--- config.mk ---
export PLATFORM = sky130hd
export DESIGN_NAME = reg_cmd_ctrl
export DESIGN_NICKNAME = d
export VERILOG_FILES = /design/src/rtl/reg_cmd_ctrl.sv
export SDC_FILE = /design/constraint.sdc
export NUM_CORES = 1
export LEC_CHECK = 0
export BUFFER_PORTS_ARGS = -buffer_cell sky130_fd_sc_hd__buf_2
export CAP_MARGIN = 10
export CORE_ASPECT_RATIO = 0.75
export CORE_MARGIN = 3
export CORE_UTILIZATION = 33
export CTS_BUF_LIST = sky130_fd_sc_hd__clkbuf_4 sky130_fd_sc_hd__clkbuf_8
export CTS_CLUSTER_DIAMETER = 200
export DETAILED_ROUTE_END_ITERATION = 10
export PLACE_DENSITY = 0.64
export SYNTH_ARGS = -nofsm -noshare
export SYNTH_HDL_FRONTEND = slang
export SYNTH_SLANG_ARGS = --single-unit
--- constraint.sdc ---
create_clock -name clk -period 1.5 [get_ports clk]
set_input_delay 0.3 -clock clk [delete_from_list [all_inputs] [get_ports clk]]
set_output_delay 0.3 -clock clk [all_outputs]
set_load 0.1 [all_outputs]
--- src/rtl/reg_cmd_ctrl.sv ---
// Command-to-register-bank controller: accepts one read/write command, drives the
// bank for a single EXEC cycle, then holds the response until it is consumed.
module reg_cmd_ctrl #(
    parameter int WIDTH  = 8,
    parameter int DEPTH  = 4,
    parameter int CMD_AW = 8
) (
    input  logic                                   clk,
    input  logic                                   reset_n,
    input  logic                                   cmd_valid,
    output logic                                   cmd_ready,
    input  logic                                   cmd_write,
    input  logic [CMD_AW-1:0]                      cmd_addr,
    input  logic [WIDTH-1:0]                       cmd_wdata,
    output logic                                   rsp_valid,
    input  logic                                   rsp_ready,
    output logic [WIDTH-1:0]                       rsp_rdata,
    output logic                                   rsp_err,
    output logic                                   rsp_write,
    output logic [((DEPTH > 1) ? $clog2(DEPTH) : 1)-1:0] rb_addr,
    output logic                                   rb_write_en,
    output logic [WIDTH-1:0]                       rb_data_in,
    input  logic [WIDTH-1:0]                       rb_data_out,
    output logic [15:0]                            wr_count,
    output logic [7:0]                             err_count
);

    localparam int AW = (DEPTH > 1) ? $clog2(DEPTH) : 1;
    localparam logic [CMD_AW:0] DEPTH_LIMIT = (CMD_AW + 1)'(DEPTH);

    localparam logic [1:0] IDLE = 2'd0;
    localparam logic [1:0] EXEC = 2'd1;
    localparam logic [1:0] RESP = 2'd2;

    logic [1:0]        state;
    logic              lat_write;
    logic [CMD_AW-1:0] lat_addr;
    logic [WIDTH-1:0]  lat_wdata;
    logic              addr_err;

    // The full command address is compared, so aliasing high bits never reach the bank.
    assign addr_err    = {1'b0, lat_addr} >= DEPTH_LIMIT;
    assign cmd_ready   = (state == IDLE);
    assign rsp_valid   = (state == RESP);
    assign rb_write_en = (state == EXEC) && lat_write && !addr_err;
    assign rb_addr     = lat_addr[AW-1:0];
    assign rb_data_in  = lat_wdata;

    always_ff @(posedge clk or negedge reset_n) begin
        if (!reset_n) begin
            state     <= IDLE;
            lat_write <= 1'b0;
            lat_addr  <= '0;
            lat_wdata <= '0;
            rsp_rdata <= '0;
            rsp_err   <= 1'b0;
            rsp_write <= 1'b0;
            err_count <= 8'd0;
        end else begin
            case (state)
                IDLE: begin
                    if (cmd_valid) begin
                        state     <= EXEC;
                        lat_write <= cmd_write;
                        lat_addr  <= cmd_addr;
                        lat_wdata <= cmd_wdata;
                    end
                end
                EXEC: begin
                    state     <= RESP;
                    rsp_err   <= addr_err;
                    rsp_write <= lat_write;
                    rsp_rdata <= (!lat_write && !addr_err) ? rb_data_out : '0;
                    if (addr_err && (err_count != 8'hFF)) begin
                        err_count <= err_count + 8'd1;
                    end
                end
                RESP: begin
                    if (rsp_ready) begin
                        state <= IDLE;
                    end
                end
                default: state <= IDLE;
            endcase
        end
    end

    always_ff @(posedge clk or negedge reset_n) begin
        if (!reset_n) begin
            wr_count <= 16'd0;
        end else if (rb_write_en) begin
            wr_count <= wr_count + 16'd1;
        end
    end

endmodule

==> results_dict.tcl, run 1 <==
set metrics [dict create \
    status "finished with violations" \
    violations "negative setup slack" \
    whs_ns 0.209 \
    grt_start_max_net_pins 54 \
    synth_top_area_cell "dfrtp_1" \
    cts_buffer_depth 2 \
    yosys.cell_types.count 30 \
    cts.sinks 53 \
    synth.cell_area_mm2 0.00221 \
    min_period_ns 1.79 \
    die-width_um 100 \
    cts-buffers-inserted 5 \
    yosys-top-cells-area "dfrtp_1, mux2_2, xnor2_1, xor2_1, a22o_1" \
    grt_pass1_vias 1715 \
    grtUsageMet3 0.0509 \
    p_per_area_mw_per_mm2 1990 \
    vias 1697 \
    p_sw_mw 3.51 \
    overflow 0 \
    globalRouteMet1Util 0.189 \
    antennaDiodeCount 0 \
    drt_pass1_iterations 4 \
    syn2layout_area_growth_pct 56.8 \
    nFillCells 547 \
    final_nets 305 \
    initial_utilization 0.346 \
    fin_crit_sh 1.19 \
    dp.final_hpwl_mm 3.58 \
    relSlewSlack 0.673 \
    worstPathArrival_ns 1.49 \
    busiest_layer "met2" \
    ant_nets 0 \
    worstSetupPathType "reg2out" \
    yosysWarnings 0 \
    post-route-drc-count 0 \
    rsz0062_at_grt "true" \
    clkPwrFrac 0.124 \
    worst_pin_slew_ns 0.494 \
    layout-drive-gt1-share 0.662 \
    p_int_mw 3.36 \
    fin_skew_ns 0.00727 \
    grtUsageMet2 0.196 \
    cap_violations 0 \
    io_buffers 75 \
    worst_slack_ns -0.285 \
    p_leak_nw 1.69 \
    io_pins 76 \
    syn_nets 201 \
    startpoint_type "register" \
    cts_tree "built" \
    clk_latency_ns 0.30 \
    pwr-share-comb 0.560 \
    setup_viol 24 \
    gp_congestion 0.755 \
    slew_viol_final 0 \
    syn_inst 170 \
    synth-seq-cells 53 \
    syn_avg_cell_area_um2 13.0 \
    antenna_found_initial 0 \
    path_max_fanout 2 \
    post_drt_wl_per_cell_um 14.8 \
    root_buffer "clkbuf_8" \
    ir_drop_mv 1.62 \
    h-tree-depth 2 \
    p_seq_frac 0.316 \
    stdcell_area_mm2 0.00346 \
    hp-class "in2reg" \
    viasPerCell 4.77 \
    seq_area_frac_synth 0.601 \
    grt_pass1_wl_mm 8.38 \
    drt_iter0_drc 39 \
    placed_cell_area_mm2 0.00305 \
    p_sw_frac 0.511 \
    cp_data_required_time_ns 1.20 \
    row_count 25 \
    hold_violations 0 \
    wl_mm 5.27 \
    dieArea_mm2 0.00771 \
    cp-end-kind "output pin" \
    track_usage 0.133 \
    clk_pin_slew_ns 0.09 \
    synth_top_area_frac 0.601 \
    fmax_mhz 560 \
    die_y_um 76.8 \
    core_area_mm2 0.00638 \
]
## cells by family after synthesis
| kind of cell | after synthesis | synth area share |
|---|---|---|
| simple gates | 53 | 0.138 |
| flops | 53 | 0.601 |
| xor+xnor | 21 | 0.0834 |
| mux | 19 | 0.0970 |
| compound gates | 15 | 0.0522 |
| buf+inv | 7 | 0.0164 |
| fa+ha+maj | 2 | 0.0113 |
## power groups by stage
stage                     sequential, mW  clock, mW  combinational, mW
final                               2.17      0.853               3.85
after global routing                2.22      0.949               4.01
after CTS                           2.16      0.904               3.59
after global placement              2.16          0               3.48
after floorplan                     3.77          0               1.21
after detailed placement            2.19          0               3.51
## synth_stat cells
cell	instances
dfrtp_1	53
mux2_2	19
xnor2_1	12
nand2_1	10
nand3_1	9
xor2_1	9
a22o_1	8
nor2_1	6
nor3_1	6
nand4_1	5
and3_1	4
and2_1	3
a21oi_1	2
and4_1	2
buf_2	2
buf_4	2
ha_1	2
inv_1	2
nand2b_1	2
nand3b_1	2
a21boi_0	1
a21o_1	1
a21oi_2	1
a31oi_1	1
and3b_1	1
and4_2	1
clkbuf_1	1
nor3_2	1
nor4_4	1
o21ai_0	1
## layout by cell type (no fill, tap or decap), drive strengths merged, types with 2 or more instances in the layout
| cell | instances |
|---|---|
| dfrtp | 53 |
| nand4 | 5 |
| clkbuf | 19 |
| and3 | 4 |
| xor2 | 9 |
| nand2 | 10 |
| nor2 | 6 |
| xnor2 | 12 |
| nand2b | 2 |
| a21oi | 3 |
| nor3 | 7 |
| inv | 2 |
| mux2 | 19 |
| ha | 2 |
| a22o | 8 |
| nand3 | 9 |
| buf | 90 |
| and2 | 3 |
| and4 | 3 |
| nand3b | 2 |
## metrics by stage
step,power (mW),instances,TNS [ns],worst slack [ns],util
global route,7.18,356,-5.44,-0.359,0.542
finish,6.87,356,-2.15,-0.285,0.542
detailed placement,5.69,335,-0.237,-0.0912,0.477
floorplan,4.98,170,-7.10,-0.386,-
global placement,5.64,335,-0.0622,-0.0622,0.477
CTS,6.65,348,-0.797,-0.325,0.509
## flip-flops by register name, indices dropped and copies added (netlist names)
register	cells
wr_count	16
rb_data_in	8
state	2
rsp_rdata	8
lat_write	1
lat_addr	8
err_count	8
rsp_write	1
rsp_err	1
## critical path: stages (launching register included)
cell and delay [ns]:
dfrtp_1 0.41, nor4_4 0.32, nand2_2 0.11, nor2_4 0.15, buf_12 0.19
## routing by layer
metal	wire length, µm	part of all wire
met1	2450	0.46
met2	2340	0.44
met3	467	0.089
met4	16	0.0030
met5	0	0
## cell type report
| class | instances | area [µm²] | share of cell area |
|---|---|---|---|
| sequential | 53 | 1380 | 0.399 |
| timing repair buffer | 102 | 810 | 0.234 |
| multi-input combinational | 110 | 1060 | 0.307 |
| inverter | 2 | 7.51 | 0.00217 |
| tap | 81 | 101 | 0.0293 |
| clock buffer | 8 | 97.6 | 0.0282 |
## path summary, 6_finish.rpt
| check | startpoint | end | slack, ns | depth (start not counted) |
|---|---|---|---|---|
| hold reg to reg | wr_count[15] | wr_count[15] | 0.46 | 1 |
| setup reg to reg | lat_addr[2] | rsp_rdata[2] | -0.17 | 7 |
| hold / removal | rsp_ready | state[1] | 0.21 | 2 |
| min in group asynchronous | reset_n | lat_addr[0] | 0.51 | 3 |
| max in group asynchronous | reset_n | wr_count[0] | 0.72 | 3 |
| setup / recovery | lat_addr[2] | rb_write_en | -0.29 | 4 |
## what timing repair did
item                                   CTS  global route
gates cloned                             0             3
pin swaps                               21            23
gates resized for setup                 14            28
setup endpoints to repair               22            60
hold buffers                             1             0
setup buffers                            6             7
endpoints found under the hold margin   53             0
(Power assumes the default switching activity.)
==> run 2: changes to the inputs <==
--- a/config.mk
+++ b/config.mk
@@ -5,6 +5,7 @@
 export SDC_FILE = /design/constraint.sdc
 export NUM_CORES = 1
 export LEC_CHECK = 0
+export ABC_AREA = 1
 export BUFFER_PORTS_ARGS = -buffer_cell sky130_fd_sc_hd__buf_2
 export CAP_MARGIN = 10
 export CORE_ASPECT_RATIO = 0.75
@@ -13,7 +14,7 @@
 export CTS_BUF_LIST = sky130_fd_sc_hd__clkbuf_4 sky130_fd_sc_hd__clkbuf_8
 export CTS_CLUSTER_DIAMETER = 200
 export DETAILED_ROUTE_END_ITERATION = 10
-export PLACE_DENSITY = 0.64
+export PLACE_DENSITY = 0.62
 export SYNTH_ARGS = -nofsm -noshare
 export SYNTH_HDL_FRONTEND = slang
 export SYNTH_SLANG_ARGS = --single-unit
==> run 2 against run 1 <==
Effect of this change: the run still ends with negative setup slack left; register-to-register slack improved by 0.24 ns; maximum frequency rose by 8.2%; clock power fell by 4.2%; area after synthesis rose by 14%.
==> results_dict.tcl, run 2 <==
set metrics [dict create \
    gp_congestion 0.842 \
    grt_pass1_wl_mm 9.96 \
    syn2layout_area_growth_pct 39.0 \
    yosysWarnings 0 \
    cts-buffers-inserted 5 \
    fin_crit_sh 1.10 \
    stdcell_area_mm2 0.00351 \
    min_period_ns 1.65 \
    timing.rr.start "state[0]" \
    path_cells "inv_2 -> nor2_4 -> nand2_2 -> nor2_4 -> buf_12 -> buf_12" \
    io_buffers 75 \
    setup_viol 3 \
    syn_nets 344 \
    setup.worst_path.end "rb_write_en" \
    clk_latency_ns 0.30 \
    viasPerCell 4.40 \
    cts_buffer_depth 2 \
    synth_top_area_cell "dfrtp_1" \
    root_buffer "clkbuf_8" \
    worst_pin_slew_ns 0.506 \
    worstPathArrival_ns 1.35 \
    dp.final_hpwl_mm 4.23 \
    io_pins 76 \
    core_area_mm2 0.00709 \
    regMostFlops "wr_count" \
    synth-seq-cells 53 \
    grt_pass1_vias 2175 \
    antennaDiodeCount 0 \
    h-tree-depth 2 \
    layout-drive-gt1-share 0.369 \
    syn_inst 313 \
    yosysMostFrequentCell "nand2_1" \
    violations "negative setup slack" \
    status "finished with violations" \
    antenna_found_initial 0 \
    seq_area_frac_synth 0.526 \
    fmax_mhz 606 \
    synth_top_area_frac 0.526 \
    die-width_um 107 \
    syn_avg_cell_area_um2 8.06 \
    final_common_cell "nand2_1" \
    row_count 26 \
    cap_violations 0 \
    dieArea_mm2 0.00874 \
    clk_pin_slew_ns 0.09 \
    relSlewSlack 0.665 \
    p_total_mw 7.21 \
    r2r_end "wr_count[9]" \
    ir_drop_mv 1.36 \
    cts_tree "built" \
    track_usage 0.144 \
    wl_mm 5.95 \
    globalRouteMet1Util 0.190 \
    cts.sinks 53 \
    post-route-drc-count 0 \
    yosys-top-cells-area "dfrtp_1, nand2_1, nor2_1, nand3_1, inv_1" \
    post_drt_wl_per_cell_um 11.8 \
    cp-end-kind "output pin" \
    p_per_area_mw_per_mm2 2060 \
    fin_skew_ns 0.00560 \
    drt_iter0_drc 63 \
    drt_pass1_iterations 4 \
    synth.cell_area_mm2 0.00252 \
    largest_reg_flops 16 \
    worstSetupPathType "reg2out" \
    r2r_setup_slack_ns 0.07 \
    placed_cell_area_mm2 0.00323 \
    grt_start_max_net_pins 54 \
    grtUsageMet2 0.228 \
    synth-edff-count 0 \
    die_y_um 81.7 \
    busiest_layer "met2" \
    startpoint "state[0]" \
    worst_slack_ns -0.149 \
    rsz0062_at_grt "true" \
    cp_data_required_time_ns 1.20 \
    startpoint_type "register" \
    vias 2224 \
    synth.cells.most_frequent "nand2_1, dfrtp_1, nor2_1, inv_1, nand3_1" \
    path_max_fanout 2 \
    ant_nets 0 \
    initial_utilization 0.356 \
    grtUsageMet3 0.0440 \
    hold_violations 0 \
    yosys.cell_types.count 23 \
    cpPeakStageDelay_ns 0.37 \
    critPathSlowestCell "dfrtp_1" \
    overflow 0 \
    r2r_cells 9 \
    synth_ff_type "dfrtp_1" \
    postLayoutCoreUtil 0.495 \
    synthArstFlopShare 1.00 \
    hp-class "in2reg" \
    mostFrequentLayoutCells "nand2_1, buf_2, dfrtp_1" \
    nFillCells 720 \
    slew_viol_final 0 \
    final_nets 437 \
    p_leak_nw 1.77 \
]
[run 2: layout make-up]
| class | count | area, µm² | share of cell area |
|---|---|---|---|
| Sequential cell | 53 | 1370 | 0.391 |
| Multi-Input combinational cell | 228 | 1100 | 0.315 |
| Timing Repair Buffer | 95 | 721 | 0.205 |
| Tap cell | 98 | 123 | 0.0350 |
| Inverter | 23 | 98.8 | 0.0282 |
| Clock buffer | 7 | 83.8 | 0.0239 |
| Clock inverter | 1 | 5.00 | 0.00143 |
[run 2: cells by family after synthesis]
kind of cell | share of synthesized area
buffers and inverters | 0.0625
AO/OA/AOI/OAI | 0.0238
adder cells (fa/ha/maj) | 0.00992
flip-flops | 0.526
AND/OR/NAND/NOR | 0.333
XOR/XNOR | 0.0446
[run 2: routing by layer]
metal  share of wire  vias up  wire length (µm)
li1                -     1147                 -
met3           0.069       10               410
met4           0.015        0                89
met2            0.43       55              2550
met5               0        -                 0
met1            0.49     1012              2890
[run 2: worst max-delay path: cells and delay by family (launching register included)]
family	cells	cell delay (ns)
buffers and inverters	3	0.34
flip-flops	1	0.37
AND/OR/NAND/NOR	3	0.33
[run 2: worst min path at each step]
stage / endpoint / start / cells past startpoint / slack, ns
6_report: rb_data_in[1] / cmd_wdata[1] / 3 / 0.18
5_1_grt: lat_addr[5] / cmd_addr[5] / 3 / 0.19
4_1_cts: rb_data_in[0] / cmd_wdata[0] / 3 / 0.17
3_5_place_dp: lat_addr[0] / reset_n / 2 / 0.32
3_3_place_gp: lat_addr[0] / reset_n / 2 / 0.32
2_1_floorplan: err_count[2] / reset_n / 0 / 0.004
[run 2: per-stage QoR]
| stage | worst slack [ns] | cells | hold WS [ns] | TNS (ns) |
|---|---|---|---|---|
| after floorplan | -0.107 | 313 | 0.00441 | -0.677 |
| after global routing | -0.211 | 505 | 0.185 | -0.457 |
| final | -0.149 | 505 | 0.183 | -0.267 |
| after detailed placement | 0.0147 | 485 | 0.325 | 0 |
| after global placement | 0.0543 | 485 | 0.321 | 0 |
| after CTS | -0.196 | 500 | 0.174 | -0.196 |
[run 2: repair_timing]
item | CTS | global route
endpoints found under the setup margin | 3 | 23
pin swaps | 4 | 4
cloned | 1 | 0
endpoints found under the hold margin | 53 | 0
hold buffers | 1 | 0
setup buffers | 6 | 5
gates resized for setup | 4 | 17
[run 2: report_power, final]
group	leakage (nW)	internal (mW)	switching, mW
combinational	1.06	1.04	3.19
clock	0.0491	0.365	0.451
sequential	0.661	1.86	0.307
total	1.77	3.26	3.95
==> run 3: changes to the inputs <==
--- a/config.mk
+++ b/config.mk
@@ -9,10 +9,10 @@
 export BUFFER_PORTS_ARGS = -buffer_cell sky130_fd_sc_hd__buf_2
 export CAP_MARGIN = 10
 export CORE_ASPECT_RATIO = 0.75
-export CORE_MARGIN = 3
 export CORE_UTILIZATION = 33
 export CTS_BUF_LIST = sky130_fd_sc_hd__clkbuf_4 sky130_fd_sc_hd__clkbuf_8
 export CTS_CLUSTER_DIAMETER = 200
+export CTS_CLUSTER_SIZE = 40
 export DETAILED_ROUTE_END_ITERATION = 10
 export PLACE_DENSITY = 0.62
 export SYNTH_ARGS = -nofsm -noshare
==> run 3 against run 2 <==
Effect of this change: the run still ends with negative setup slack left; clock skew up 0.0016 ns; maximum frequency is 0.88% higher; sequential share of layout area grew 0.27 points; combinational power decreased by 1%; critical path depth stayed put; critical path type unchanged; largest cell class unchanged; largest power group unchanged.
==> results_dict.tcl, run 3 (same netlist as run 2, synthesis figures left out) <==
set metrics [dict create \
    worstSetupPathType "reg2out" \
    p_leak_nw 1.76 \
    gp_congestion 0.823 \
    regMostFlops "wr_count" \
    pre_cts_slack_ns 0.0119 \
    post_drt_wl_per_cell_um 11.5 \
    final_nets 436 \
    cts-buffers-inserted 5 \
    final_common_cell "nand2_1" \
    root_buffer "clkbuf_8" \
    r2r_setup_slack_ns 0.06 \
    largest_reg_flops 16 \
    ant_nets 0 \
    violations "negative setup slack" \
    overflow 0 \
    setup_viol 1 \
    grt_start_max_net_pins 54 \
    io_buffers 75 \
    hold_violations 0 \
    viasPerCell 4.35 \
    ir_drop_mv 1.65 \
    fin_skew_ns 0.00723 \
    dieArea_mm2 0.00800 \
    clk_pin_slew_ns 0.09 \
    whs_ns 0.187 \
    post-route-drc-count 0 \
    antennaDiodeCount 0 \
    status "finished with violations" \
    mostFrequentLayoutCells "nand2_1, buf_2, dfrtp_1" \
    syn2layout_area_growth_pct 38.1 \
    worstPathArrival_ns 1.34 \
    min_path_cells 3 \
    r2r_cells 8 \
    r2r_end "err_count[1]" \
    min_to "rb_data_in[1]" \
    track_usage 0.156 \
    dp.final_hpwl_mm 4.06 \
    timing.rr.start "err_count[1]" \
    cap_violations 0 \
    worst_slack_ns -0.135 \
    initial_utilization 0.343 \
    cts_tree "built" \
    row_count 27 \
    grt_pass1_wl_mm 9.75 \
    core_area_mm2 0.00736 \
    h-tree-depth 2 \
    grt_pass1_vias 2130 \
    fin_crit_sh 1.09 \
    relSlewSlack 0.670 \
    min-delay-start "cmd_wdata[1]" \
    die_y_um 77.7 \
    clk_latency_ns 0.30 \
    worst_pin_slew_ns 0.499 \
    rsz0062_at_grt "true" \
    cts.sinks 53 \
    io_pins 76 \
    min_period_ns 1.64 \
    hp-class "in2reg" \
    cp-end-kind "output pin" \
    path_max_fanout 2 \
    fmax_mhz 612 \
    layout-drive-gt1-share 0.369 \
    startpoint_type "register" \
    antenna_found_initial 0 \
    slew_viol_final 0 \
    die-width_um 103 \
    wl_mm 5.84 \
    drt_iter0_drc 53 \
    cp_data_required_time_ns 1.20 \
    drt_pass1_iterations 4 \
    vias 2205 \
    p_per_area_mw_per_mm2 2060 \
    cts_buffer_depth 2 \
]
-- run 3: report_power, final --
group / internal [mW] / total (mW) / switching [mW]
Sequential: 1.86 / 2.17 / 0.311
Combinational: 0.977 / 4.17 / 3.19
Clock: 0.414 / 0.855 / 0.442
-- run 3: worst max-delay path by stage --
| stage | startpoint | to | slack, ns | cells past startpoint |
|---|---|---|---|---|
| final | state[0] | rb_write_en | -0.14 | 6 |
| after global placement | err_count[1] | err_count[2] | 0.05 | 9 |
| after global routing | state[0] | rb_write_en | -0.21 | 6 |
| after CTS | lat_addr[2] | rb_write_en | -0.19 | 5 |
| after floorplan | err_count[0] | err_count[0] | -0.11 | 8 |
| after detailed placement | err_count[1] | err_count[2] | 0.01 | 9 |
-- run 3: routing by layer --
metal / GRT usage / share of wire
met1: 0.210 / 0.49
met2: 0.241 / 0.44
met3: 0.0468 / 0.057
met4: 0.0465 / 0.0084
met5: 0 / 0
-- run 3: metrics by stage --
stage	cells	setup TNS (ns)	area (µm²)	power [mW]	util
6_report	507	-0.135	3480	7.19	0.473
5_1_grt	507	-0.252	3480	7.56	0.473
4_1_cts	503	-0.191	3420	7.16	0.464
3_5_place_dp	488	0	3220	6.18	0.437
3_3_place_gp	488	0	3220	6.13	0.437
2_1_floorplan	313	-0.677	2620	5.32	-
-- run 3: cell type report --
class                      count  area, µm²
fill                         744       3880
sequential                    53       1370
multi-input combinational    229       1130
timing repair buffer          93        672
tap                          101        126
clock buffer                   8       97.6
inverter                      23       88.8
-- run 3: worst max-delay path, stage by stage (launching register included) --
cell	delay, ns
dfrtp_1	0.37
inv_2	0.06
nor2_4	0.11
nand2_2	0.08
nor2_4	0.14
buf_12	0.12
buf_12	0.16
-- run 3: timing repair --
item                                   in CTS  in global routing
endpoints found under the hold margin      53                  0
buffers inserted                            5                  3
setup endpoints to repair                   4                 18
cloned                                      1                  1
pin swaps                                   4                  5
hold buffers                                1                  0
resized for setup                           6                 12
